==> config.mk <==
export PLATFORM = sky130hd
export DESIGN_NAME = clk_gate_ctrl
export DESIGN_NICKNAME = d
export VERILOG_FILES = /design/src/rtl/clk_gate_ctrl.sv
export SDC_FILE = /design/constraint.sdc
export NUM_CORES = 1
export LEC_CHECK = 0
export ABC_AREA = 1
export BUFFER_PORTS_ARGS = -buffer_cell sky130_fd_sc_hd__buf_2
export CAP_MARGIN = 30
export CORE_MARGIN = 2
export CORE_UTILIZATION = 45
export DETAILED_ROUTE_END_ITERATION = 8
export PLACE_DENSITY = 0.73
export SYNTH_ARGS = -nofsm -noshare
export SYNTH_HDL_FRONTEND = slang
export SYNTH_SLANG_ARGS = --single-unit
==> constraint.sdc <==
create_clock -name clk_i -period 3.3 [get_ports clk_i]
set_clock_uncertainty 0.05 [all_clocks]
set_input_delay 0.33 -clock clk_i [delete_from_list [all_inputs] [get_ports clk_i]]
set_output_delay 0.33 -clock clk_i [all_outputs]
set_load 0.05 [all_outputs]
==> src/rtl/clk_gate_ctrl.sv <==
// ---------------------------------------------------------------------------
// clk_gate_ctrl
//
// Control side of an integrated clock-gating cell for one gateable
// sub-domain. Lives in the always-on clock domain. It watches the
// domain's activity, and after a programmable number of consecutive idle
// cycles it drops the ICG enable. A request, a wake event or a debug
// override brings the clock back. Requesters are held off until a fixed
// settle window has elapsed.
//
// The ICG enable comes straight from a flop, so the enable the ICG latches
// carries no combinational glitches. ready_o and gated_o are decoded only
// from the state register.
//
// Ports
//   clk_i        always-on clock (ungated side of the ICG)
//   rst_i        synchronous, active-high reset
//   auto_en_i    enables automatic idle gating
//   idle_thr_i   consecutive idle cycles before gating (0 = never gate)
//   busy_i       gated domain reports activity
//   req_i        upstream transfer request into the gated domain
//   ready_o      gated domain is clocked and may accept req_i
//   wake_i       external wake event (interrupt/debug)
//   force_on_i   test/debug override, keeps the clock running
//   clk_en_o     enable to the ICG, registered
//   gated_o      status: clock currently gated
//   dbg_state_o     current FSM state (RUN=0, IDLE_WAIT=1, GATED=2, WAKE=3)
//   dbg_idle_cnt_o  current idle counter
//   dbg_wake_cnt_o  current wake settle counter
//
// Handshake: a transfer completes on any rising edge where req_i && ready_o.
// A requester holds req_i stable until it sees ready_o. A request that
// arrives while the domain is gated wakes the domain. It completes on the
// first RUN cycle after the settle window.
// ---------------------------------------------------------------------------
module clk_gate_ctrl #(
    parameter int CNT_W       = 8,
    parameter int WAKE_CYCLES = 2,
    localparam int WCW        = $clog2(WAKE_CYCLES) + 1
) (
    input  logic             clk_i,
    input  logic             rst_i,
    input  logic             auto_en_i,
    input  logic [CNT_W-1:0] idle_thr_i,
    input  logic             busy_i,
    input  logic             req_i,
    output logic             ready_o,
    input  logic             wake_i,
    input  logic             force_on_i,
    output logic             clk_en_o,
    output logic             gated_o,
    output logic [1:0]       dbg_state_o,
    output logic [CNT_W-1:0] dbg_idle_cnt_o,
    output logic [WCW-1:0]   dbg_wake_cnt_o
);

    typedef enum logic [1:0] {
        ST_RUN       = 2'd0,
        ST_IDLE_WAIT = 2'd1,
        ST_GATED     = 2'd2,
        ST_WAKE      = 2'd3
    } state_e;

    localparam logic [CNT_W-1:0] IDLE_MAX  = {CNT_W{1'b1}};
    localparam logic [WCW-1:0]   WAKE_LAST = WCW'(WAKE_CYCLES - 1);

    state_e           state_q, state_d;
    logic [CNT_W-1:0] idle_cnt_q, idle_cnt_d;
    logic [WCW-1:0]   wake_cnt_q, wake_cnt_d;
    logic             clk_en_q, clk_en_d;

    logic             idle_cycle;
    logic             wake_req;
    logic [CNT_W:0]   idle_cnt_inc;   // one bit wider so +1 never overflows
    logic             thr_reached;

    // A cycle counts as idle only when gating is enabled and nothing at all
    // asks for the clock.
    assign idle_cycle = auto_en_i && (idle_thr_i != '0) && !busy_i &&
                        !req_i && !wake_i && !force_on_i;

    // Events that leave GATED. busy_i is not one of them: the domain is
    // frozen while gated, so its busy indication is stale.
    assign wake_req = req_i || wake_i || force_on_i;

    // Use >= rather than == so that lowering idle_thr_i below the current
    // count while counting gates immediately instead of waiting for a wrap.
    assign idle_cnt_inc = {1'b0, idle_cnt_q} + 1'b1;
    assign thr_reached  = idle_cnt_inc >= {1'b0, idle_thr_i};

    // -----------------------------------------------------------------------
    // Next-state / counter logic
    // -----------------------------------------------------------------------
    always_comb begin
        state_d    = state_q;
        idle_cnt_d = idle_cnt_q;
        wake_cnt_d = '0;

        unique case (state_q)
            ST_RUN: begin
                idle_cnt_d = '0;
                if (idle_cycle) begin
                    if (idle_thr_i == CNT_W'(1)) begin
                        state_d    = ST_GATED;
                        idle_cnt_d = '0;
                    end else begin
                        state_d    = ST_IDLE_WAIT;
                        idle_cnt_d = CNT_W'(1);
                    end
                end
            end

            ST_IDLE_WAIT: begin
                if (!idle_cycle) begin
                    state_d    = ST_RUN;
                    idle_cnt_d = '0;
                end else if (thr_reached) begin
                    state_d    = ST_GATED;
                    idle_cnt_d = '0;
                end else if (idle_cnt_q != IDLE_MAX) begin
                    idle_cnt_d = idle_cnt_inc[CNT_W-1:0];
                end
            end

            ST_GATED: begin
                idle_cnt_d = '0;
                if (wake_req) begin
                    state_d = ST_WAKE;
                end
            end

            ST_WAKE: begin
                // Settle window: every input except reset is ignored here.
                idle_cnt_d = '0;
                if (wake_cnt_q == WAKE_LAST) begin
                    state_d = ST_RUN;
                end else begin
                    wake_cnt_d = wake_cnt_q + 1'b1;
                end
            end

            default: begin
                state_d    = ST_RUN;
                idle_cnt_d = '0;
            end
        endcase

        // The enable is computed from the next state so that the flop
        // drops or raises it on the same edge as the state transition.
        clk_en_d = (state_d != ST_GATED);
    end

    // -----------------------------------------------------------------------
    // State registers
    // -----------------------------------------------------------------------
    always_ff @(posedge clk_i) begin
        if (rst_i) begin
            state_q    <= ST_RUN;
            idle_cnt_q <= '0;
            wake_cnt_q <= '0;
            clk_en_q   <= 1'b1;
        end else begin
            state_q    <= state_d;
            idle_cnt_q <= idle_cnt_d;
            wake_cnt_q <= wake_cnt_d;
            clk_en_q   <= clk_en_d;
        end
    end

    // -----------------------------------------------------------------------
    // Outputs
    // -----------------------------------------------------------------------
    assign clk_en_o       = clk_en_q;
    assign ready_o        = (state_q == ST_RUN) || (state_q == ST_IDLE_WAIT);
    assign gated_o        = (state_q == ST_GATED);
    assign dbg_state_o    = state_q;
    assign dbg_idle_cnt_o = idle_cnt_q;
    assign dbg_wake_cnt_o = wake_cnt_q;

endmodule

==> results.md <==
* Status: finished, final reports clean
* Area contributors post-synth: dfxtp_1 29%, ha_1 14%, nand2_1 11%, inv_1 9.6%, nor2_1 7.9%
* TritonCTS clock tree: done
* Final #Nets at 187
* Drt drc at 0
* Io pins at 30
* Yosys top cell by area: dfxtp_1
* Setup TNS at 0 ps
* Post-synth top area share at just under 30%
* RSZ-0062 raised after global routing: false
* Max Freq at roughly 430 MHz
* DRT Wirelength at slightly below 2000 um
* Dpl cells at 184
* Post-synthesis sequential area ratio at between 20% and 30%
* Cell Area, Synth at 897.1 um2
* Yosys reg bits at 13
* Crit path max fanout at 5
* Top delay family on crit path: simple AND/OR/NAND/NOR gates
* Pre-CTS setup slack at approximately 1000 ps
* Simple-gate share of the synthesized area at 37.10%
* Vias in the first global route at 857
* Final Slew Violations at 0
* Core area at 0.001922 mm2
* DRT iter0 DRCs at 7
* Row count at 16
* Syn_nets at 153
* Total CTS buffers at 3
* CP Data Arrival Time at 2460 ps
* Post-CTS sizing at 0
* Hold buffer count at CTS at 0
* Post-synth EDFFs at 0
* Critical-path top delay cell: dfxtp_1
* Crit path buf inv count at 1
* Pin count of the biggest net entering global routing at 8
* Least-Margin Pin Slew at 319.1 ps
* Vias at 894
* Syn Area/Cell at between 7 and 8 um2
* Die H at 48.65 um
* Tcrit/Tclk final at 70.16%
* DR WL/cell at approximately 10 um
* Pwr Density at around 260 mW/mm2
* Via-to-Cell Ratio at ~4.8
* Die area at 0.002367 mm2
* Final Hold Fails at 0
* Antenna violations before repair at 0
* CTS Root Cell: clkbuf_4
* Worst setup margin at 984.7 ps
* Number of clock sinks at 13
* Worst vdd ir at 0.2094 mV
* Syn Inst Count at 128
* Hold WC Path Type: input pin to register
* Clk Latency, worst-skew pair at around 280 ps
* Cell Chain, Critical Path: ha_1 > nand3_1 > xnor2_1 > ha_1 > nand2_1 > inv_1 > nand2_1 > nand3_1 > nand2_1 > nand2_1 > nand2_1 > nand4_1 > o22ai_1
* Startpoint class of the critical path: register
* Synth top cells by count: 26 x nand2_1, 23 x inv_1, 19 x nor2_1, 13 x dfxtp_1, 10 x ha_1
* Count leader, synth: nand2_1
* Post-CTS Setup Inserts at 0
* Setup violators final at 0
* FILL cells at 210
* Area of the multi-input gates at 539.3 um2
* Non-filler instance count after layout at 188
* Area growth, synth to finish at 22.87%
* Kind of critical path: register to register
* Grt ovf at 0
* Detailed Place HPWL at 1651 um
* Global-route wire length before repair at 3443 um
* Initial Util at 46.68%
* Most frequent CP cell: nand2_1
* Placed cell area at 0.001076 mm2
* Reg area at 260.3 um2
* Leakage power at 0.6102 nW
* Routability cong. at 0.8251
* Max-cap violation count at 0
* Layout cells sized above 1 at 27.33%
* Relative slew slack at 78.62%
* Final hold slack at 223.2 ps
* H-tree depth at 1
* Compound-cell area share of the yosys netlist at 5.160%
* Reg clk slew, reported paths at 90 ps
* Number of synthesis warnings at 0
* CTS max path bufs at 2
* Post-Synth Adder-Cell Area at between 10% and 20%
* Final ANT Viol Nets at 0
* Port Buf Inserts at 29
* First drt pass iteration count at 4
* CP Data Required Time at 3450 ps
* Synth cell types at 22
* Crit end category: register
* N_diodes at 0
* Crit path largest cell delay at 420 ps
* Fraction of registers with async set or reset after synthesis at 0%
* Mux share of post-synthesis cell area at 0%
* Fin crit period at around 2300 ps
* Xor/xnor share of the synthesized area at 3.905%
* Tot GR Track Use at 18.55%
* Synth Flop Type: dfxtp_1
* Die width at 48.65 um
* Largest family of logic cells by synthesized area: simple AND/OR/NAND/NOR gates
* Post-route cell area at 0.001102 mm2
report_power, final:
group	switching, W	total (W)	internal [W]
combinational	0.0000181	0.0000302	0.0000121
sequential	0.000000339	0.000157	0.000157
clock	0.0000539	0.000101	0.0000469
flip-flops by register name (all words and copies together), names as in the netlist:
| register | cells |
|---|---|
| clk_en_o | 1 |
| dbg_state_o | 2 |
| dbg_wake_cnt_o | 2 |
| dbg_idle_cnt_o | 8 |
through the flow:
| stage | utilization [%] | total power (W) |
|---|---|---|
| global route | 57.36 | 0.0003050 |
| global placement | 55.99 | 0.0001901 |
| finish | 57.36 | 0.0002883 |
| detailed placement | 55.99 | 0.0001911 |
| CTS | 57.36 | 0.0002907 |
| floorplan | - | 0.0001761 |
cell type report:
type                       count  area share, %
tap                           27          3.065
clock buffer                   4          2.384
timing repair buffer          29          13.17
sequential                    13          23.61
multi-input combinational     89          48.92
inverter                      26          8.854
path summary, 6_finish.rpt:
kind                           from                end  cells past startpoint  slack (ps)
setup / recovery  dbg_idle_cnt_o[0]  dbg_idle_cnt_o[0]                     13         980
hold / removal                rst_i  dbg_idle_cnt_o[6]                      2         220
setup reg to reg  dbg_idle_cnt_o[0]  dbg_idle_cnt_o[0]                     13         980
hold reg to reg   dbg_wake_cnt_o[0]  dbg_wake_cnt_o[0]                      1         390
cell families (layout without fill, tap and decap cells):
group	after synthesis	count (layout)
AO/OA/AOI/OAI	8	8
XOR/XNOR	4	4
adder cells (fa/ha/maj)	10	10
buffers and inverters	26	59
flip-flops	13	13
AND/OR/NAND/NOR	67	67
layout by cell type, fill, tap and decap left out, types with 2 or more instances in the layout:
| master | netlist | layout |
|---|---|---|
| nand4_1 | 4 | 4 |
| nor3_4 | 2 | 2 |
| inv_1 | 23 | 23 |
| nand3_2 | 3 | 3 |
| clkbuf_4 | 0 | 3 |
| dfxtp_1 | 13 | 13 |
| inv_2 | 2 | 2 |
| ha_1 | 10 | 10 |
| nor2_1 | 19 | 19 |
| nand3_1 | 6 | 6 |
| nor3_1 | 3 | 3 |
| xor2_1 | 3 | 3 |
| or2_2 | 2 | 2 |
| nand2_1 | 26 | 26 |
| a21oi_1 | 4 | 4 |
| buf_2 | 0 | 29 |
layer usage:
| layer | GRT usage [%] | part of all wire, % |
|---|---|---|
| met5 | 0 | 0 |
| met4 | 4.286 | 0.67 |
| met3 | 4.630 | 5.8 |
| met2 | 34.47 | 49 |
| met1 | 21.09 | 44 |
Note: power is estimated with default switching activity, not from simulation.
